File: src/rtl/risc_run_ctrl_pkg.sv
// Shared definitions for the RiSC-16 run controller: run_state encodings, width defaults
// and the RUN_CTRL_BREAKPOINT_EN build option (breakpoint ports and logic when defined).
package risc_run_ctrl_pkg;

    // Machine word width of the RiSC-16 core; the PC default follows it.
    localparam int RISC_WORD_W   = 16;
    localparam int RUN_PC_W_DEF  = RISC_WORD_W;
    localparam int RUN_CNT_W_DEF = 32;

`ifdef RUN_CTRL_BREAKPOINT_EN
    localparam bit RUN_BP_EN = 1'b1;
`else
    localparam bit RUN_BP_EN = 1'b0;
`endif

    typedef enum logic [2:0] {
        ST_IDLE = 3'd0,
        ST_HOLD = 3'd1,
        ST_RUN  = 3'd2,
        ST_HALT = 3'd3,
        ST_TMO  = 3'd4
    } run_state_e;

endpackage

File: src/rtl/run_spin_detect.sv
// Branch-to-self detector: tracks the PC of the last qualified retire and how many
// consecutive qualified retires have shared it; flags halt when the run reaches SPIN_LIMIT.
module run_spin_detect
    import risc_run_ctrl_pkg::*;
#(
    parameter int PC_W       = RUN_PC_W_DEF,
    parameter int SPIN_LIMIT = 4
) (
    input  logic            clk,
    input  logic            rst,
    input  logic            clear_i,
    input  logic            retire_i,
    input  logic [PC_W-1:0] pc_i,
    output logic            halt_o
);

    localparam int SPIN_W = $clog2(SPIN_LIMIT + 1);
    localparam logic [SPIN_W-1:0] SPIN_MAX = SPIN_W'(SPIN_LIMIT);

    logic [PC_W-1:0]   last_pc_q, last_pc_d;
    logic [SPIN_W-1:0] spin_q, spin_d;

    always_comb begin
        last_pc_d = last_pc_q;
        spin_d    = spin_q;
        if (clear_i) begin
            last_pc_d = '0;
            spin_d    = '0;
        end else if (retire_i) begin
            last_pc_d = pc_i;
            if (pc_i != last_pc_q) begin
                spin_d = SPIN_W'(1);
            end else if (spin_q != SPIN_MAX) begin
                spin_d = spin_q + SPIN_W'(1);
            end
        end
    end

    // Halt is reported in the cycle of the retire that completes the run of repeats.
    assign halt_o = retire_i && !clear_i && (spin_d == SPIN_MAX);

    always_ff @(posedge clk or posedge rst) begin
        if (rst) begin
            last_pc_q <= '0;
            spin_q    <= '0;
        end else begin
            last_pc_q <= last_pc_d;
            spin_q    <= spin_d;
        end
    end

endmodule

File: src/rtl/risc_run_ctrl.sv
// Run controller beside a RiSC-16 core: core reset/enable sequencing, free-run and single-step,
// cycle/retire counters, spin-halt and timeout detection. RUN_CTRL_BREAKPOINT_EN adds a PC breakpoint.
module risc_run_ctrl
    import risc_run_ctrl_pkg::*;
#(
    parameter int PC_W         = RUN_PC_W_DEF,
    parameter int CNT_W        = RUN_CNT_W_DEF,
    parameter int RESET_CYCLES = 2,
    parameter int MAX_CYCLES   = 300,
    parameter int SPIN_LIMIT   = 4
) (
    input  logic             clk,
    input  logic             reset,
    input  logic             start,
    input  logic             step_mode,
    input  logic             step_req,
    input  logic [PC_W-1:0]  core_pc,
    input  logic             core_retire,
`ifdef RUN_CTRL_BREAKPOINT_EN
    input  logic [PC_W-1:0]  bp_addr,
    input  logic             bp_valid,
    output logic             bp_hit,
`endif
    output logic             core_reset,
    output logic             core_en,
    output logic [CNT_W-1:0] cycle_count,
    output logic [CNT_W-1:0] retire_count,
    output logic             halted,
    output logic             timed_out,
    output logic [2:0]       run_state
);

    localparam int HOLD_W = (RESET_CYCLES > 1) ? $clog2(RESET_CYCLES) : 1;
    localparam logic [HOLD_W-1:0] HOLD_LOAD = HOLD_W'(RESET_CYCLES - 1);
    localparam logic [CNT_W-1:0]  CYC_LIMIT = CNT_W'(MAX_CYCLES);

    run_state_e        state_q, state_d;
    logic [HOLD_W-1:0] hold_q, hold_d;
    logic              step_q;
    logic              core_reset_q, core_reset_d;
    logic              core_en_q, core_en_d;
    logic [CNT_W-1:0]  cycle_q, cycle_d, cycle_inc;
    logic [CNT_W-1:0]  retire_q, retire_d, retire_inc;
    logic              halted_q, halted_d;
    logic              timed_out_q, timed_out_d;

    logic retire_ok, step_edge, start_ok, spin_halt, bp_active, run_en, timeout_hit;

    // A retire only counts when the core was actually enabled in that cycle.
    assign retire_ok = core_retire & core_en_q;
    assign step_edge = step_req & ~step_q;
    assign start_ok  = start & ((state_q == ST_IDLE) || (state_q == ST_HALT) || (state_q == ST_TMO));

    assign cycle_inc  = (core_en_q && (cycle_q != '1)) ? cycle_q + CNT_W'(1) : cycle_q;
    assign retire_inc = (retire_ok && (retire_q != '1)) ? retire_q + CNT_W'(1) : retire_q;
    assign timeout_hit = core_en_q && (cycle_inc == CYC_LIMIT);

    // In step behaviour the enable is a one-cycle pulse following a step_req rising edge.
    assign run_en = (step_mode | bp_active) ? step_edge : 1'b1;

    run_spin_detect #(
        .PC_W       (PC_W),
        .SPIN_LIMIT (SPIN_LIMIT)
    ) u_spin (
        .clk      (clk),
        .rst      (reset),
        .clear_i  (start_ok),
        .retire_i (retire_ok),
        .pc_i     (core_pc),
        .halt_o   (spin_halt)
    );

`ifdef RUN_CTRL_BREAKPOINT_EN
    logic bp_set, bp_hit_q, bp_hit_d;

    assign bp_set    = retire_ok & bp_valid & (core_pc == bp_addr);
    assign bp_active = bp_hit_q | bp_set;

    always_comb begin
        bp_hit_d = bp_hit_q;
        if (start_ok) begin
            bp_hit_d = 1'b0;
        end else if (bp_set) begin
            bp_hit_d = 1'b1;
        end else if ((state_q == ST_RUN) && step_edge) begin
            bp_hit_d = 1'b0;
        end
    end

    always_ff @(posedge clk or posedge reset) begin
        if (reset) begin
            bp_hit_q <= 1'b0;
        end else begin
            bp_hit_q <= bp_hit_d;
        end
    end

    assign bp_hit = bp_hit_q;
`else
    assign bp_active = 1'b0;
`endif

    always_comb begin
        state_d     = state_q;
        hold_d      = hold_q;
        core_en_d   = 1'b0;
        cycle_d     = cycle_inc;
        retire_d    = retire_inc;
        halted_d    = halted_q;
        timed_out_d = timed_out_q;
        unique case (state_q)
            ST_IDLE, ST_HALT, ST_TMO: begin
                if (start_ok) begin
                    state_d     = ST_HOLD;
                    hold_d      = HOLD_LOAD;
                    cycle_d     = '0;
                    retire_d    = '0;
                    halted_d    = 1'b0;
                    timed_out_d = 1'b0;
                end
            end
            ST_HOLD: begin
                if (hold_q == '0) begin
                    state_d   = ST_RUN;
                    core_en_d = run_en;
                end else begin
                    hold_d = hold_q - HOLD_W'(1);
                end
            end
            ST_RUN: begin
                // Spin halt takes precedence over a timeout landing on the same cycle.
                if (spin_halt) begin
                    state_d  = ST_HALT;
                    halted_d = 1'b1;
                end else if (timeout_hit) begin
                    state_d     = ST_TMO;
                    timed_out_d = 1'b1;
                end else begin
                    core_en_d = run_en;
                end
            end
            default: begin
                state_d = ST_IDLE;
            end
        endcase
        core_reset_d = (state_d == ST_IDLE) || (state_d == ST_HOLD);
    end

    always_ff @(posedge clk or posedge reset) begin
        if (reset) begin
            state_q      <= ST_IDLE;
            hold_q       <= '0;
            step_q       <= 1'b0;
            core_reset_q <= 1'b1;
            core_en_q    <= 1'b0;
            cycle_q      <= '0;
            retire_q     <= '0;
            halted_q     <= 1'b0;
            timed_out_q  <= 1'b0;
        end else begin
            state_q      <= state_d;
            hold_q       <= hold_d;
            step_q       <= step_req;
            core_reset_q <= core_reset_d;
            core_en_q    <= core_en_d;
            cycle_q      <= cycle_d;
            retire_q     <= retire_d;
            halted_q     <= halted_d;
            timed_out_q  <= timed_out_d;
        end
    end

    assign core_reset   = core_reset_q;
    assign core_en      = core_en_q;
    assign cycle_count  = cycle_q;
    assign retire_count = retire_q;
    assign halted       = halted_q;
    assign timed_out    = timed_out_q;
    assign run_state    = state_q;

endmodule

File: config.mk
export PLATFORM = sky130hd
export DESIGN_NAME = risc_run_ctrl
export DESIGN_NICKNAME = d
export VERILOG_FILES = /design/src/rtl/risc_run_ctrl_pkg.sv /design/src/rtl/run_spin_detect.sv /design/src/rtl/risc_run_ctrl.sv
export SDC_FILE = /design/constraint.sdc
export NUM_CORES = 1
export LEC_CHECK = 0
export ABC_CLOCK_PERIOD_IN_PS = 5200
export CAP_MARGIN = 20
export CORE_MARGIN = 2
export CORE_UTILIZATION = 25
export CTS_CLUSTER_SIZE = 8
export DETAILED_ROUTE_END_ITERATION = 8
export PLACE_DENSITY = 0.41
export SYNTH_ARGS = -nofsm -noshare
export SYNTH_HDL_FRONTEND = slang
export SYNTH_SLANG_ARGS = --single-unit
File: constraint.sdc
create_clock -name clk -period 5.2 [get_ports clk]
set_clock_uncertainty 0.2 [all_clocks]
set_input_delay 1.56 -clock clk [delete_from_list [all_inputs] [get_ports clk]]
set_output_delay 1.56 -clock clk [all_outputs]
set_load 0.01 [all_outputs]
[Yosys cells after proc, flatten, opt, wreduce, memory -nomap -nowiden]
Cells that the tools add are included.
W data, S select, Z words.
Word-level totals
  flip-flop bits (word level): 92
  word-level logic and storage cells: 83
Operators by class
  add/subtract/negate cells: 4
  eq/ne operators: 15
  muxes and demuxes: 31
  bitwise logic cells: 4
  reduce and logical (&&, ||, !) cells: 18
Operators with widths (count)
  $mux W32: 6
  $add A32 B1 Y32 const B: 2
  $ne A32 B32 Y1 const B: 2
  $eq A32 B9 Y1 const B: 1
  $mux W16: 2
  $mux W3: 8
  $ne A16 B16 Y1: 1
  $mux W1: 10
  $pmux W3 S3: 1
  $pmux W1 S2: 4
  $eq A3 B1 Y1 const B: 2
  $eq A3 B2 Y1 const B: 2
  $eq A3 B3 Y1 const B: 2
  $logic_not A3 Y1: 2
  $ne A2 B2 Y1 const B: 3
  $reduce_bool A2 Y1: 3
  $logic_and A1 B1 Y1: 5
  $reduce_and A4 Y1: 1
  $add A3 B1 Y3 const B: 1
  $and A1 B1 Y1: 3
  $logic_or A1 B1 Y1: 3
  $ne A3 B3 Y1 const B: 1
  $reduce_and A3 Y1: 1
  $reduce_or A3 Y1: 1
  5 further kinds: 5

[Logic depth before layout (Yosys ltp)]
  depth in word-level cells: 11
  gate-level depth with buffers: 11

[Cells and area by module]
Synthesis repeated with hierarchy kept, for this count alone.
Second synthesis, totals
  cells, all modules: 608
  area total of the unflattened synthesis: 5476.5 µm²
By module, submodules not included
  risc_run_ctrl: times used 1, cells an instance 507, area an instance 4443.0 µm², seq. area each 1828.0 µm²
  run_spin_detect: times used 1, cells an instance 101, area an instance 1033.5 µm², seq. area each 475.5 µm²

[Least setup slack after synthesis]
No wires, ideal clock.
  kind: input -> register
  from: input port core_pc[8]
  to: register state_q[2] (netlist: run_state[2])
  arrival: 2937 ps
  slack: 1939 ps
  stages on the path: 8
  cells stage by stage: xnor2_1 nand4_1 nor4_1 and3_1 nor2_1 nand3_1 nor3_2 or2_1
Between the ends
  longest elaborated chain between the ends: 8
Ends and longest elaborated chain
  start, declared: line risc_run_ctrl.sv:17  | input logic [PC_W-1:0] core_pc,
  $ne A16 B16 Y1: line run_spin_detect.sv:31  | if (pc_i != last_pc_q) begin
  $mux W3: line run_spin_detect.sv:31
  $mux W3: line run_spin_detect.sv:29  | end else if (retire_i) begin
  $mux W3: line run_spin_detect.sv:26  | if (clear_i) begin
  $eq A3 B3 Y1: line run_spin_detect.sv:40  | assign halt_o = retire_i && !clear_i && (spin_d == SPIN_MAX);
  $logic_and A1 B1 Y1: line run_spin_detect.sv:40
  $mux W3: line risc_run_ctrl.sv:132  | if (spin_halt) begin
  $pmux W3 S3: line risc_run_ctrl.sv:111  | unique case (state_q)
  named net state_d[2]: line risc_run_ctrl.sv:37  | run_state_e state_q, state_d;
  end signal, assigned: line risc_run_ctrl.sv:161  | state_q <= state_d;
  end, declared: line risc_run_ctrl.sv:37
The timed path passes the listed nets, and every way through them passes these cells.
A chain may end at the register's enable or synchronous reset.

[Final worst setup path]
Same ends and word-level chain as after synthesis.

==> impl_metrics.tcl <==
set metrics [dict create \
    grt_pass1_vias 4618 \
    met3_usage_pct 2.39 \
    rsz0062_at_grt "no" \
    cts.htree.levels 3 \
    drtAntennaViolNets 0 \
    instances_no_fill 957 \
    worstSetupPathType "input pin to flip-flop" \
    cp.arrival_ns 3.92 \
    tightest_slew_ns 0.933 \
    syn_inst 595 \
    firstDrtPassIters 5 \
    clock-sinks 92 \
    io_buffers 92 \
    avgSynthCellArea_um2 8.82 \
    setup_violations 0 \
    grt-ovfl-total 0 \
    hold_viol_final 0 \
    layout_worst_path_cycle_share_pct 74.7 \
    die_h_um 149 \
    ys_async_sr_fraction_pct 100 \
    io_pins 93 \
    cts.clk_slew.worst_paths_ns 0.07 \
    tns_ns 0 \
    yosysWarningCount 0 \
    cts_resized 0 \
    synth-main-ff-cell "dfrtp_1" \
    relSlewSlack_pct 37.8 \
    initial_core_util_pct 25.2 \
    synth.top_cells.by_area "dfrtp_1 43%, xnor2_1 7.5%, nor2_1 5.9%" \
    leakagePower_nw 2.56 \
    ctsHoldBuffers 0 \
    yosysTopAreaCellShare_pct 43.4 \
    met2_usage_pct 23.7 \
    wl_um 15300 \
    path_cells "clkdlybuf4s50_1 > xnor2_1 > nand4_1 > nor4_1 > and3_1 > nor2_1 > nand3_1 > nor3_2 > or2_1" \
    maxSlewViolCount 0 \
    vdd_drop_max_v 0.000144 \
    synth_fp_nets 621 \
    routedWlPerCell_um 15.9 \
    vias_per_cell 4.90 \
    powerDensity_mw_per_mm2 315 \
    die_area_mm2 0.0222 \
    path_max_fanout 5 \
    end_kind "flip-flop" \
    clock_latency_ns 0.34 \
    cts_tree "done" \
    regArea_mm2 0.00230 \
    cts_buffer_depth 2 \
    hold_class "flip-flop to flip-flop" \
    rows 53 \
    power_mw 2.13 \
    vias 4692 \
    layout_min_cycle_time_ns 3.88 \
    critPathSlowestCell "nor4_1" \
    diodes 0 \
    grt_antenna_before_repair 0 \
    use_met1_pct 18.7 \
    maxCapViolations 0 \
    fmax_mhz 257 \
    grtUsageTotal_pct 14.1 \
    grt_first_pass_wirelength_um 25100 \
    die_x_um 149 \
    drive_gt1_share_pct 5.13 \
    cts-buffers-inserted 9 \
    synth_edf_count 0 \
    outcome "completed" \
    seq_area_frac_synth_pct 43.9 \
    multi_input_area_mm2 0.00277 \
    root_buffer "clkbuf_16" \
    dp_hpwl_um 10700 \
    crit_required_ns 5.23 \
    cpPeakStageDelay_ns 0.77 \
    gp_congestion 0.812 \
    layout.nets 703 \
    dp.cells 941 \
    start_kind "input pin" \
    post_cts_buffers 0 \
    grt_max_degree 85 \
    core_area_mm2 0.0208 \
    netlist_area_mm2 0.00525 \
    fill_cells 2223 \
    drt_iter0_markers 268 \
    post-synth-top-area-cell "dfrtp_1" \
    post-route-util_pct 32.4 \
    globalRoute.busiestLayer "met2" \
    area_delta_synth_final_pct 28.7 \
    drc 0 \
    synth_cell_type_count 58 \
    ys_seq_elements 92 \
]
==> cells in the final DEF (no fill, tap or decap), types with 4 or more instances in the layout <==
cell and n:
o31a_1 4, buf_4 5, nand2_1 74, xnor2_1 45
and4_1 10, xor2_1 21, clkbuf_16 9, nor3_1 5
nor4_1 13, nand3_1 26, nor2_1 83, or3_1 12
a311oi_1 4, a31oi_1 11, a21oi_1 39, or4_1 4
nand4_1 33, inv_1 14, and2_1 5, ha_1 4
a211oi_1 5, and3_1 5, clkdlybuf4s50_1 92, o21ai_0 12
dfrtp_1 91, o31ai_1 4
==> stage by stage <==
stage / hold slack, ns / worst slack [ns] / area [µm²]
after floorplan: 0.317 / 1.05 / 5250
after global placement: 0.326 / 1.12 / 6460
after detailed placement: 0.332 / 0.981 / 6460
after CTS: 0.342 / 1.34 / 6750
after global routing: 0.357 / 1.13 / 6750
final: 0.340 / 1.32 / 6750
==> power by group <==
part | switching [mW] | internal (mW) | leakage [nW]
Sequential | 0.110 | 0.819 | 1.26
Clock | 0.280 | 0.387 | 0.147
Combinational | 0.305 | 0.229 | 1.15
==> final timing paths <==
path,startpoint,cells after the start,to,slack (ns)
worst max-delay path,core_pc[8],9,run_state[2],1.32
worst min-delay path,u_spin.last_pc_q[1],2,u_spin.last_pc_q[1],0.34
worst max register to register,cycle_count[5],8,timed_out,1.59
worst min register to register,u_spin.last_pc_q[1],2,u_spin.last_pc_q[1],0.34
max in group asynchronous,reset,3,cycle_count[14],2.60
min in group asynchronous,reset,2,u_spin.spin_q[1],1.46
==> critical path, delay by kind of cell <==
family                    cells  cell delay [ns]
and+or+nand+nor               7             1.71
buffers and inverters         1             0.52
xor gates and xnor gates      1             0.13
==> sequential cells by signal, summed over array words and instances (netlist names) <==
signal and cells:
retire_count 32, core_en 1, hold_q 1, u_spin.last_pc_q 16, core_reset 1, halted 1
step_q 1, u_spin.spin_q 3, cycle_count 32, run_state 3, timed_out 1
==> layer usage <==
layer,vias to the layer above,wire (µm)
met4,0,216
met5,-,0
met3,14,680
met1,2256,6980
met2,134,7380
li1,2288,-
==> area by class of cell <==
| type | count | area share [%] |
|---|---|---|
| tap | 275 | 5.10 |
| timing repair buffer | 98 | 14.5 |
| sequential | 92 | 34.1 |
| inverter | 16 | 0.908 |
| clock buffer | 12 | 3.65 |
| multi-input combinational | 460 | 41.0 |
| clock inverter | 4 | 0.723 |
==> cell usage after synthesis, types with 3 or more instances <==
| cell | number |
|---|---|
| a211oi_1 | 5 |
| a31oi_1 | 11 |
| o21ai_0 | 12 |
| a311oi_1 | 4 |
| and4_1 | 10 |
| nor4_1 | 13 |
| nand2_1 | 74 |
| nor2_1 | 83 |
| nand3_1 | 26 |
| o21bai_1 | 3 |
| nand3b_1 | 3 |
| inv_1 | 15 |
| nor3_1 | 5 |
| dfrtp_1 | 91 |
| nand4_1 | 33 |
| buf_2 | 5 |
| ha_1 | 4 |
| mux2i_1 | 3 |
| and3_1 | 5 |
| o31ai_1 | 4 |
| a21oi_1 | 39 |
| or3_1 | 12 |
| and2_1 | 5 |
| xnor2_1 | 45 |
| o31a_1 | 4 |
| xor2_1 | 21 |
| or4_1 | 4 |
| clkbuf_1 | 20 |
==> cells by family after synthesis <==
| family | share of synthesized area [%] |
|---|---|
| mux | 0.572 |
| flops | 43.9 |
| xor+xnor | 11.0 |
| compound gates | 12.7 |
| simple gates | 27.5 |
| buf+inv | 3.34 |
| fa+ha+maj | 0.954 |
Power figures use the tool's default switching activity.
